## config.mk

```make
export PLATFORM = sky130hd
export DESIGN_NAME = sseg_scroll_buffer
export DESIGN_NICKNAME = d
export VERILOG_FILES = /design/src/rtl/sseg_scroll_buffer.sv
export SDC_FILE = /design/constraint.sdc
export NUM_CORES = 1
export LEC_CHECK = 0
export BUFFER_PORTS_ARGS = -buffer_cell sky130_fd_sc_hd__buf_2
export CORE_AREA = 2 2 227 229
export CTS_BUF_LIST = sky130_fd_sc_hd__clkbuf_2 sky130_fd_sc_hd__clkbuf_4 sky130_fd_sc_hd__clkbuf_8
export DETAILED_ROUTE_END_ITERATION = 16
export DIE_AREA = 0 0 229 231
export PLACE_DENSITY = 0.39
export SLEW_MARGIN = 20
export SYNTH_ARGS = -nofsm -noshare
export SYNTH_HDL_FRONTEND = slang
export SYNTH_SLANG_ARGS = --single-unit
```

## constraint.sdc

```tcl
create_clock -name clk -period 10.7 [get_ports clk]
set_input_delay 1.605 -clock clk [delete_from_list [all_inputs] [get_ports clk]]
set_output_delay 1.605 -clock clk [all_outputs]
set_load 0.02 [all_outputs]
```

## src/rtl/sseg_scroll_buffer.sv

```systemverilog
// sseg_scroll_buffer
//   Character buffer for a four-digit seven-segment display. Characters are
//   loaded one at a time. After 'go', a four-character window scrolls through
//   the stored message. The window advances one position every SCROLL_DIV
//   clocks and wraps at the end of the message.
//
// Ports
//   clk        : clock; all state changes on the rising edge
//   reset      : synchronous, active-high reset
//   clear      : one-cycle request to empty the buffer and return to IDLE
//   wr_valid   : character write request
//   wr_char    : character; bit4=1 means blank, otherwise bits[3:0] hex digit
//   wr_ready   : buffer can accept a character this cycle
//   go         : one-cycle request to start scrolling (honoured in LOAD only)
//   seg3..seg0 : registered active-low segments, bit0=a .. bit6=g;
//                seg3 is the leftmost digit
//   len        : number of stored characters
//   scrolling  : high while in SCROLL
//   step       : one-cycle pulse in the cycle the window position advances
//   dbg_state  : current FSM state encoding (IDLE=0, LOAD=1, SCROLL=2)
//
// Write handshake: a character is taken on a rising edge where wr_valid and
// wr_ready are both high. wr_ready depends only on state and len, never on
// wr_valid. A clear in the same cycle wins, and no character is stored.

module sseg_scroll_buffer #(
  parameter int DEPTH      = 16,
  parameter int SCROLL_DIV = 50_000_000
) (
  input  logic                   clk,
  input  logic                   reset,
  input  logic                   clear,
  input  logic                   wr_valid,
  input  logic [4:0]             wr_char,
  output logic                   wr_ready,
  input  logic                   go,
  output logic [6:0]             seg3,
  output logic [6:0]             seg2,
  output logic [6:0]             seg1,
  output logic [6:0]             seg0,
  output logic [$clog2(DEPTH):0] len,
  output logic                   scrolling,
  output logic                   step,
  output logic [1:0]             dbg_state
);

  localparam int AW = $clog2(DEPTH);
  localparam int LW = AW + 1;
  localparam int PW = $clog2(SCROLL_DIV);

  typedef enum logic [1:0] {
    IDLE   = 2'd0,
    LOAD   = 2'd1,
    SCROLL = 2'd2
  } state_t;

  state_t        state_q, state_d;
  logic [LW-1:0] len_q, len_d;
  logic [AW-1:0] pos_q, pos_d;
  logic [PW-1:0] presc_q, presc_d;
  logic          step_q, step_d;
  logic [6:0]    seg_q [4];
  logic [6:0]    seg_d [4];
  logic [4:0]    buf_q [DEPTH];

  logic          wr_en;
  logic [LW-1:0] idx_c [4];
  logic [4:0]    ch_c  [4];

  function automatic logic [6:0] hex7(input logic [4:0] c);
    logic [6:0] s;
    if (c[4]) begin
      s = 7'b1111111;
    end else begin
      case (c[3:0])
        4'h0: s = 7'b1000000;
        4'h1: s = 7'b1111001;
        4'h2: s = 7'b0100100;
        4'h3: s = 7'b0110000;
        4'h4: s = 7'b0011001;
        4'h5: s = 7'b0010010;
        4'h6: s = 7'b0000010;
        4'h7: s = 7'b1111000;
        4'h8: s = 7'b0000000;
        4'h9: s = 7'b0010000;
        4'hA: s = 7'b0001000;
        4'hB: s = 7'b0000011;
        4'hC: s = 7'b1000110;
        4'hD: s = 7'b0100001;
        4'hE: s = 7'b0000110;
        default: s = 7'b0001110;
      endcase
    end
    return s;
  endfunction

  // Next-state logic
  always_comb begin
    state_d  = state_q;
    len_d    = len_q;
    pos_d    = pos_q;
    presc_d  = presc_q;
    step_d   = 1'b0;
    wr_en    = 1'b0;
    wr_ready = (state_q == IDLE) || ((state_q == LOAD) && (len_q < LW'(DEPTH)));

    if (clear) begin
      state_d = IDLE;
      len_d   = '0;
      pos_d   = '0;
      presc_d = '0;
    end else begin
      case (state_q)
        IDLE: begin
          if (wr_valid && wr_ready) begin
            wr_en   = 1'b1;
            len_d   = LW'(1);
            state_d = LOAD;
          end
        end
        LOAD: begin
          // A write and go in the same cycle: the character is counted first.
          if (wr_valid && wr_ready) begin
            wr_en = 1'b1;
            len_d = len_q + LW'(1);
          end
          if (go) begin
            state_d = SCROLL;
            pos_d   = '0;
            presc_d = '0;
          end
        end
        SCROLL: begin
          if (presc_q == PW'(SCROLL_DIV - 1)) begin
            presc_d = '0;
            step_d  = 1'b1;
            if (({1'b0, pos_q} + LW'(1)) == len_q) begin
              pos_d = '0;
            end else begin
              pos_d = pos_q + AW'(1);
            end
          end else begin
            presc_d = presc_q + PW'(1);
          end
        end
        default: begin
          state_d = IDLE;
          len_d   = '0;
          pos_d   = '0;
          presc_d = '0;
        end
      endcase
    end
  end

  // Display selection. It uses the current registered state, so the segment
  // outputs lag state, pos and buffer contents by exactly one clock.
  always_comb begin
    for (int k = 0; k < 4; k++) begin
      idx_c[k] = {1'b0, pos_q} + LW'(k);
      ch_c[k]  = 5'h10;
      case (state_q)
        LOAD: begin
          if (LW'(k) < len_q) begin
            ch_c[k] = buf_q[AW'(k)];
          end
        end
        SCROLL: begin
          // pos < len, so pos+k < len+3. Three conditional subtractions
          // reduce it modulo len, even when len is 1.
          for (int j = 0; j < 3; j++) begin
            if (idx_c[k] >= len_q) begin
              idx_c[k] = idx_c[k] - len_q;
            end
          end
          ch_c[k] = buf_q[idx_c[k][AW-1:0]];
        end
        default: ch_c[k] = 5'h10;
      endcase
      seg_d[k] = hex7(ch_c[k]);
    end
  end

  always_ff @(posedge clk) begin
    if (reset) begin
      state_q <= IDLE;
      len_q   <= '0;
      pos_q   <= '0;
      presc_q <= '0;
      step_q  <= 1'b0;
      for (int k = 0; k < 4; k++) begin
        seg_q[k] <= 7'b1111111;
      end
    end else begin
      state_q <= state_d;
      len_q   <= len_d;
      pos_q   <= pos_d;
      presc_q <= presc_d;
      step_q  <= step_d;
      for (int k = 0; k < 4; k++) begin
        seg_q[k] <= seg_d[k];
      end
    end
  end

  // The message storage is not reset. Clear and reset only drop len, and
  // entries at or beyond len are never selected for display.
  always_ff @(posedge clk) begin
    if (!reset && wr_en) begin
      buf_q[len_q[AW-1:0]] <= wr_char;
    end
  end

  assign seg3      = seg_q[0];
  assign seg2      = seg_q[1];
  assign seg1      = seg_q[2];
  assign seg0      = seg_q[3];
  assign len       = len_q;
  assign scrolling = (state_q == SCROLL);
  assign step      = step_q;
  assign dbg_state = state_q;

endmodule

```

==> out/results.ini <==
[status]
status = finished clean

[clocking]
postCtsHoldBufs = 0
cts_tree = done
cts_setup_buffers = 0
cts_buffers = 17
clk_pin_slew_ps = 90
cts_resized = 0
clock_latency_ps = 520
cts_buffer_depth = 2
clockRootBuffer = clkbuf_8
cts_sinks = 146
h-tree-depth = 4

[worst_setup_path]
start_kind = flop
r2r_end = seg_q[1][3]
r2r_cells = 30
r2r_setup_slack_ps = 1720
cp.arrival_ps = 9320
crit_path_end_kind = flop
critPathKind = flop to flop
cp_slowest_cell = a211oi_1
critPathMaxFanout = 26
regToRegStartpoint = pos_q[2]
cp_common_cell = ha_1
critPathMaxStageDelay_ps = 690
crit_required_ps = 11040

[power]
switching_power_w = 0.000686
netSwitchingFraction_pct = 38.6
power_w = 0.00178
p_seq_share_pct = 33.7
vdd_drop_max_mv = 0.0725
combPwrFrac_pct = 38.1
p_clk_share_pct = 28.2
p_leak_nw = 5.70
internal_power_w = 0.00109
power_per_cell_area_mw_per_mm2 = 123

[cells_and_area]
drive_gt1_share_pct = 10.5
final_cells = 2193
syn_to_final_growth_pct = 11.0
multi_input_area_mm2 = 0.00875
n_fill_cell = 5547
seqCellArea_mm2 = 0.00372
diodes = 0
fin_nets = 1613

[synthesis]
synth_flop_cell = edfxtp_1
ys_types = 87
synth_warnings = 0
netlist.area_leader.share_pct = 18.5
yosysMostFrequentCell = nor2_1
synth-edff-count = 80
synth_commonest_cells = 133 x nor2_1, 130 x nand2_1, 126 x mux2i_1
synth_area_per_cell_um2 = 8.85
synth.area.top_cells = edfxtp_1 18%, dfxtp_1 10%, mux2i_1 9.7%, ha_1 8.8%, nor2_1 3.8%
syn_area_mm2 = 0.0130
postSynthCellCount = 1470
ys_seq_elements = 146
synth_top_cell_by_area = edfxtp_1
async_flop_share_pct = 0
yosysSeqAreaShare_pct = 28.6
synth_fp_nets = 1583

[grt]
grt_pass1_vias = 11412
grt_pass1_wl_um = 73300
grt_max_degree = 27
gr-usage-all-layers_pct = 18.3
antenna_found_initial = 1
overflow = 0

[floorplanning]
io_pins = 48
start_util_pct = 25.7
core_mm2 = 0.0507
fp.dieH_um = 231
die_area_mm2 = 0.0529
rows = 83
fp.dieW_um = 229

[detailed_routing]
wl_per_cell_um = 22.2
vias = 11877
vias_per_cell = 5.42
antenna_left = 0
dr.pass1.iters = 7
drtIter0Drc = 953
routed_wl_um = 48800
drc = 0

[placement]
dp_cells = 2161
pre_cts_ws_ps = 1710
globalplace.congestion = 0.870
dp_hpwl_um = 37900
io_buffer_count = 47

[run]
cap_violations = 0

[sta]
rsz0062_at_grt = no
tightest_slew_ps = 1130
setup_viol = 0
relSlewSlack_pct = 24.9
finalCritPeriodShare_pct = 83.9
fin_ws_ps = 1720
holdWs_ps = 510
clock.fmax_mhz = 111
finalHoldViolCount = 0
period_needed_ps = 8980
drv_slew = 0
finClkSkew_ps = 33.7
tns_ps = 0

[worst_hold_path]
min_path_type = flop to flop
hold_end = presc_q[22]
hold_path_startpoint = presc_q[22]
hold_depth = 2

cell usage in the layout (no fill, tap or decap), types with 18 or more instances in the layout:
master	instances
a21oi_1	62
nand2_1	130
o21ai_0	64
mux2i_1	126
a22oi_1	18
xor2_1	29
dfxtp_1	66
nor3_1	29
inv_1	82
nor2_1	133
o211ai_1	39
a21o_1	20
nand3_1	51
o21a_1	18
buf_2	47
ha_1	91
buf_4	19
edfxtp_1	80
xnor2_1	19
how the worst max path moves through the flow:
stage | start | endpoint | slack, ps | depth (start not counted)
detailed placement | pos_q[2] | seg_q[1][3] | 1710 | 30
CTS | pos_q[2] | seg_q[1][3] | 1670 | 30
global route | pos_q[2] | seg_q[1][3] | 840 | 30
floorplan | len[1] | seg_q[2][3] | 3050 | 25
finish | pos_q[2] | seg_q[1][3] | 1720 | 30
global placement | pos_q[2] | seg_q[1][3] | 1710 | 30
per-layer routing:
| metal | share of wire, % | global-route usage, % |
|---|---|---|
| met1 | 48 | 26.0 |
| met2 | 44 | 28.2 |
| met3 | 5.9 | 2.64 |
| met4 | 2.8 | 6.19 |
| met5 | 0 | 0 |
state kept, by name, indices dropped and copies added (netlist names):
signal / cells
buf_q: 80
dbg_state: 2
len: 5
pos_q: 4
presc_q: 26
seg_q: 28
step: 1
final cells by class:
class                      instances  area share [%]
inverter                          84            2.18
timing repair buffer              66            2.62
clock inverter                    15            1.33
tap                              680            5.89
sequential                       146            25.8
clock buffer                      17            1.62
multi-input combinational       1185            60.6
critical path, delay by kind of cell, from the launching register on:
family / cells / cell delay (ps)
buffers and inverters: 3 / 410
adder cells (fa/ha/maj): 5 / 1440
AND/OR/NAND/NOR: 5 / 890
multiplexers: 3 / 1120
flip-flops: 1 / 630
XOR/XNOR: 1 / 390
AO/OA/AOI/OAI: 13 / 3940
metrics by stage:
stage                     area (um2)  utilization (%)
final                          14400             28.5
after global routing           14400             28.5
after CTS                      14400             28.5
after detailed placement       14000             27.6
after global placement         14000             27.6
after floorplan                13000                -
power by group through the flow:
| stage | Sequential [W] | Clock (W) | Combinational, W |
|---|---|---|---|
| finish | 0.000599 | 0.000502 | 0.000677 |
| global route | 0.000600 | 0.000537 | 0.000737 |
| CTS | 0.000599 | 0.000515 | 0.000670 |
| detailed placement | 0.000612 | 0 | 0.000668 |
| global placement | 0.000613 | 0 | 0.000664 |
| floorplan | 0.000618 | 0 | 0.000504 |
kinds of logic (layout without fill, tap and decap cells):
group	count (synthesis)	count (layout)	synth area share [%]
multiplexers	152	152	13.0
adder cells (fa/ha/maj)	103	103	10.6
AO/OA/AOI/OAI	410	410	22.8
XOR/XNOR	48	48	3.23
buffers and inverters	139	182	4.41
flip-flops	146	146	28.6
AND/OR/NAND/NOR	472	472	17.3
(Power assumes the default switching activity.)
